### src/rtl/mem_stage_lsu.sv
// rtl/mem_stage_lsu.sv - LEGv8 memory stage: LDUR/STUR on a req/ack data port, stall, branch resolve, fault
//
// Ports:
//   clk, reset                       clock, synchronous active-high reset
//   valid_M, memRead_M, memWrite_M   EX/MEM slot status and access type (both set = store)
//   branch_M, zero_M, PCBranch_M     branch resolution inputs
//   aluResult_M, writeData_M         effective address and store data
//   PCSrc_M, PCBranch_out            branch decision and target to fetch
//   stall_M                          freeze IF..MEM while an access is in flight
//   readData_M, fault_M              load result and one-cycle fault pulse (DONE cycle only)
//   dm_req, dm_we, dm_addr, dm_wdata registered data-memory request
//   dm_ack, dm_rdata, dm_err         data-memory response
module mem_stage_lsu #(
    parameter int TIMEOUT_CYCLES = 16,
    parameter bit CHECK_ALIGN    = 1'b1
) (
    input  logic        clk,
    input  logic        reset,
    input  logic        valid_M,
    input  logic        memRead_M,
    input  logic        memWrite_M,
    input  logic        branch_M,
    input  logic        zero_M,
    input  logic [63:0] aluResult_M,
    input  logic [63:0] writeData_M,
    input  logic [63:0] PCBranch_M,
    output logic        PCSrc_M,
    output logic [63:0] PCBranch_out,
    output logic        stall_M,
    output logic [63:0] readData_M,
    output logic        fault_M,
    output logic        dm_req,
    output logic        dm_we,
    output logic [63:0] dm_addr,
    output logic [63:0] dm_wdata,
    input  logic        dm_ack,
    input  logic [63:0] dm_rdata,
    input  logic        dm_err
);

    typedef enum logic [1:0] {
        IDLE   = 2'd0,
        ACCESS = 2'd1,
        DONE   = 2'd2
    } state_t;

    localparam int               CNT_W    = (TIMEOUT_CYCLES > 1) ? $clog2(TIMEOUT_CYCLES) : 1;
    localparam logic [CNT_W-1:0] CNT_LAST = CNT_W'(TIMEOUT_CYCLES - 1);

    state_t           state_q, state_d;
    logic [CNT_W-1:0] cnt_q, cnt_d;
    logic             req_q, req_d;
    logic             we_q, we_d;
    logic [63:0]      addr_q, addr_d;
    logic [63:0]      wdata_q, wdata_d;
    logic [63:0]      rdata_q, rdata_d;
    logic             fault_q, fault_d;

    logic acc;
    logic misaligned;

    assign acc        = valid_M & (memRead_M | memWrite_M);
    assign misaligned = CHECK_ALIGN & (aluResult_M[2:0] != 3'b000);

    // Branch resolution is purely combinational so fetch can redirect even while stalled.
    assign PCSrc_M      = valid_M & branch_M & zero_M;
    assign PCBranch_out = PCBranch_M;

    // Stall starts in the launch cycle itself, before dm_req is visible.
    assign stall_M    = (state_q == ACCESS) | ((state_q == IDLE) & acc);
    assign readData_M = (state_q == DONE) ? rdata_q : 64'd0;
    assign fault_M    = (state_q == DONE) & fault_q;

    assign dm_req   = req_q;
    assign dm_we    = we_q;
    assign dm_addr  = addr_q;
    assign dm_wdata = wdata_q;

    always_comb begin
        state_d = state_q;
        cnt_d   = cnt_q;
        req_d   = req_q;
        we_d    = we_q;
        addr_d  = addr_q;
        wdata_d = wdata_q;
        rdata_d = rdata_q;
        fault_d = fault_q;
        unique case (state_q)
            IDLE: begin
                if (acc) begin
                    if (misaligned) begin
                        fault_d = 1'b1;
                        rdata_d = 64'd0;
                        state_d = DONE;
                    end else begin
                        req_d   = 1'b1;
                        we_d    = memWrite_M;
                        addr_d  = aluResult_M;
                        wdata_d = writeData_M;
                        cnt_d   = '0;
                        state_d = ACCESS;
                    end
                end
            end
            ACCESS: begin
                if (dm_ack) begin
                    req_d   = 1'b0;
                    rdata_d = we_q ? 64'd0 : dm_rdata;
                    fault_d = dm_err;
                    state_d = DONE;
                end else if (cnt_q == CNT_LAST) begin
                    req_d   = 1'b0;
                    rdata_d = 64'd0;
                    fault_d = 1'b1;
                    state_d = DONE;
                end else begin
                    cnt_d = cnt_q + 1'b1;
                end
            end
            DONE: begin
                // Slot advances at the end of this cycle; the next instruction is seen in IDLE.
                state_d = IDLE;
            end
            default: begin
                state_d = IDLE;
            end
        endcase
    end

    always_ff @(posedge clk) begin
        if (reset) begin
            state_q <= IDLE;
            cnt_q   <= '0;
            req_q   <= 1'b0;
            we_q    <= 1'b0;
            addr_q  <= 64'd0;
            wdata_q <= 64'd0;
            rdata_q <= 64'd0;
            fault_q <= 1'b0;
        end else begin
            state_q <= state_d;
            cnt_q   <= cnt_d;
            req_q   <= req_d;
            we_q    <= we_d;
            addr_q  <= addr_d;
            wdata_q <= wdata_d;
            rdata_q <= rdata_d;
            fault_q <= fault_d;
        end
    end

endmodule

### config.mk
export PLATFORM = sky130hd
export DESIGN_NAME = mem_stage_lsu
export DESIGN_NICKNAME = d
export VERILOG_FILES = /design/src/rtl/mem_stage_lsu.sv
export SDC_FILE = /design/constraint.sdc
export NUM_CORES = 1
export LEC_CHECK = 0
export BUFFER_PORTS_ARGS = -buffer_cell sky130_fd_sc_hd__buf_2
export CORE_AREA = 2 2 206 208
export DETAILED_ROUTE_END_ITERATION = 10
export DIE_AREA = 0 0 208 210
export PLACE_DENSITY = 0.47
export SETUP_SLACK_MARGIN = 0.1
export SLEW_MARGIN = 10
export SYNTH_ARGS = -nofsm -noshare
export SYNTH_HDL_FRONTEND = slang
export SYNTH_SLANG_ARGS = --single-unit
### constraint.sdc
create_clock -name clk -period 3 [get_ports clk]
set_input_delay 0.15 -clock clk [delete_from_list [all_inputs] [get_ports clk]]
set_output_delay 0.15 -clock clk [all_outputs]
set_load 0.005 [all_outputs]
==> results by group <==
Status
  – Status: finished, final reports clean

CTS
  – # Post-CTS Setup Buffers: 0
  – CTS Buf Count: 26
  – Clock latency on the worst-skew pair: ~0.53 ns
  – TritonCTS Sinks: approximately 200
  – Clk root buf: clkbuf_16
  – H-Tree Depth: 1
  – Reg clk slew, reported paths: 0.06 ns
  – CTS tree: yes
  – Clock buffer depth: 3

Cells and area
  – Finished Core Util: between 30% and 40%
  – Highest-count cells in the layout ignoring fill and taps: 396 x buf_2, 199 x dfxtp_1, 190 x dlygate4sd3_1
  – Share of layout cells above drive strength 1: between 20% and 30%
  – Finished Layout Cells: 2144
  – Ant. Diodes: 0
  – Most common cell after layout, fill and taps aside: buf_2
  – Cell area after layout: between 10000 and 15000 um^2
  – Final nets: 1852
  – Area growth, synth to finish: 46.3%

Global routing
  – Antenna violations before repair: 0
  – Total grt overflow: 0
  – First-pass GRT wire length: just under 60 mm
  – Vias in the first global route: 10800
  – Tot GR Track Use: 16.2%
  – Largest net degree at the start of global routing: around 130

Critical path
  – Crit end category: output pin
  – Worst setup SP type: register
  – Crit-path max FO: 32
  – CP Class: register to output pin
  – Depth of the most critical reg-to-reg path: 4
  – R2r startpoint: state_q[1]
  – R2R Setup Slk: 0.79 ns
  – RR Endpoint: rdata_q[46]
  – CP Data Arrival Time: 2.39 ns
  – WP data required: 2.85 ns

Routing
  – Vias per inst: 5.05
  – Routed wire per std cell: 17.6 um
  – Initial DRC Count: between 900 and 1000
  – First-pass iteration count of the detailed router: 6
  – Total number of vias: 10800
  – Routed wire length: 37.8 mm
  – Remaining DRCs: 0
  – Final antenna-violating net count: 0

Place
  – DP HPWL: 22.8 mm
  – PortBufs: 397
  – Placer Congestion: 0.738
  – Place WS: 0.776 ns
  – Dpl cell area: 11800 um^2
  – Placed insts: 1907

Floorplanning
  – Die width: about 210 um
  – Chip height: between 200 and 250 um
  – Cell row count: 75
  – Full die area: 43700 um^2
  – Ports: ~530
  – Core ar.: 41500 um^2
  – Initial core utilization: between 20% and 30%

STA
  – Period minus WS final: 2.54 ns
  – Fin. max-slew vios: 0
  – Post-route setup TNS: 0 ns
  – Slew HR: 46.0%
  – Worst-Margin Slew: 0.810 ns
  – Tcrit/Tclk final: 84.5%
  – Hold Vio Cnt, Final: 0
  – Setup violators final: 0
  – RSZ-0062 raised after global routing: false
  – Setup ws final: 0.464 ns
  – Fin Clk Skew: 0.00850 ns
  – F_max: 394 MHz

Power and ir drop
  – LEAKAGE: 5.65 nW
  – VDD IR max: 0.000309 V
  – PD cells: around 450 nW/um^2

Synthesis
  – Register area share after synthesis: 40.7%
  – Synth async-reset ratio: 0%
  – Mapped Area: 9880 um^2
  – Flops & latches, synth: about 200
  – Ys Warns: 0
  – Post-Syn Area per Cell: roughly 8.5 um^2
  – Cells after synthesis: about 1200
  – Unique masters post-synth: 37
  – Number of flops mapped to enable cells by yosys: 0
  – Dominant synthesized flop cell: dfxtp_1
  – Syn Nets: between 1000 and 1500

Hold path
  – Hold Path Class: primary input to register
  – Worst Hold End: cnt_q[2]
  – Hold Path Stages: 4
  – Hold Crit Start: dm_ack

Flow run
  – Max Cap Viol: 0
[logic make-up after synthesis]
family / share of synthesized area [%]
AND/OR/NAND/NOR: 21.9
AO/OA/AOI/OAI: 23.1
multiplexers: 0.101
flip-flops: 40.7
adder cells (fa/ha/maj): 0.127
buffers and inverters: 14.0
[flip-flops by register name (all words and copies together), names as in the netlist]
| signal | flops |
|---|---|
| dm_we | 1 |
| cnt_q | 4 |
| rdata_q | 64 |
| dm_req | 1 |
| dm_wdata | 64 |
| dm_addr | 64 |
| fault_q | 1 |
| state_q | 2 |
[per-layer routing]
metal	up-vias	share of wire, %	track usage, %
met3	92	7.8	4.42
met5	-	0	0
met2	462	46	26.5
li1	5121	-	-
met4	0	3.5	6.16
met1	5142	43	20.3
[worst max-delay path by stage]
stage | to | startpoint | slack [ns]
floorplan | dm_addr[12] | state_q[1] | 1.29
CTS | readData_M[53] | state_q[1] | 0.42
finish | readData_M[60] | state_q[1] | 0.46
global route | readData_M[59] | state_q[1] | 0.29
detailed placement | rdata_q[46] | state_q[1] | 0.78
global placement | rdata_q[54] | state_q[1] | 0.82
[cell type report]
class                      instances  area, um^2
inverter                          67         254
tap                              539         674
clock inverter                     9        70.1
clock buffer                      38         727
multi-input combinational        680        4520
timing repair buffer             610        4180
fill                            4305       27000
sequential                       201        4030
[power breakdown]
part	internal [mW]	total [mW]	switching, mW
Combinational	0.363	0.779	0.416
Clock	1.76	2.97	1.22
Sequential	2.71	2.73	0.0244
[what timing repair did]
item,4_1_cts,5_1_grt
hold buffers,190,0
endpoints found under the hold margin,190,0
endpoints found under the setup margin,0,0
resized for setup,0,0
[critical path, stage by stage, from the launching register on]
cell     delay (ns)
dfxtp_2        0.52
nor2b_4        0.65
buf_4          0.35
and2_1         0.17
buf_2          0.14
[through the flow]
step / total power, mW / hold slack (ns)
after floorplan: 3.15 / 0.290
after global placement: 3.37 / 0.300
after detailed placement: 3.37 / 0.300
after CTS: 6.60 / 0.0453
after global routing: 6.75 / 0.0806
final: 6.48 / 0.0947
[cells in the mapped netlist, drive strengths merged, types with 3 or more instances]
master | count | share of area (%)
nand2b | 4 | 0.25
nand3 | 66 | 3.3
o31ai | 127 | 9.7
nor2 | 3 | 0.11
nand4 | 126 | 8.0
clkbuf | 126 | 4.8
dfxtp | 201 | 41
nor3b | 4 | 0.30
nand3b | 65 | 4.9
a21oi | 130 | 6.6
and2 | 65 | 4.1
inv | 67 | 2.5
buf | 87 | 6.7
o311ai | 64 | 5.7
Note: power is estimated with default switching activity, not from simulation.
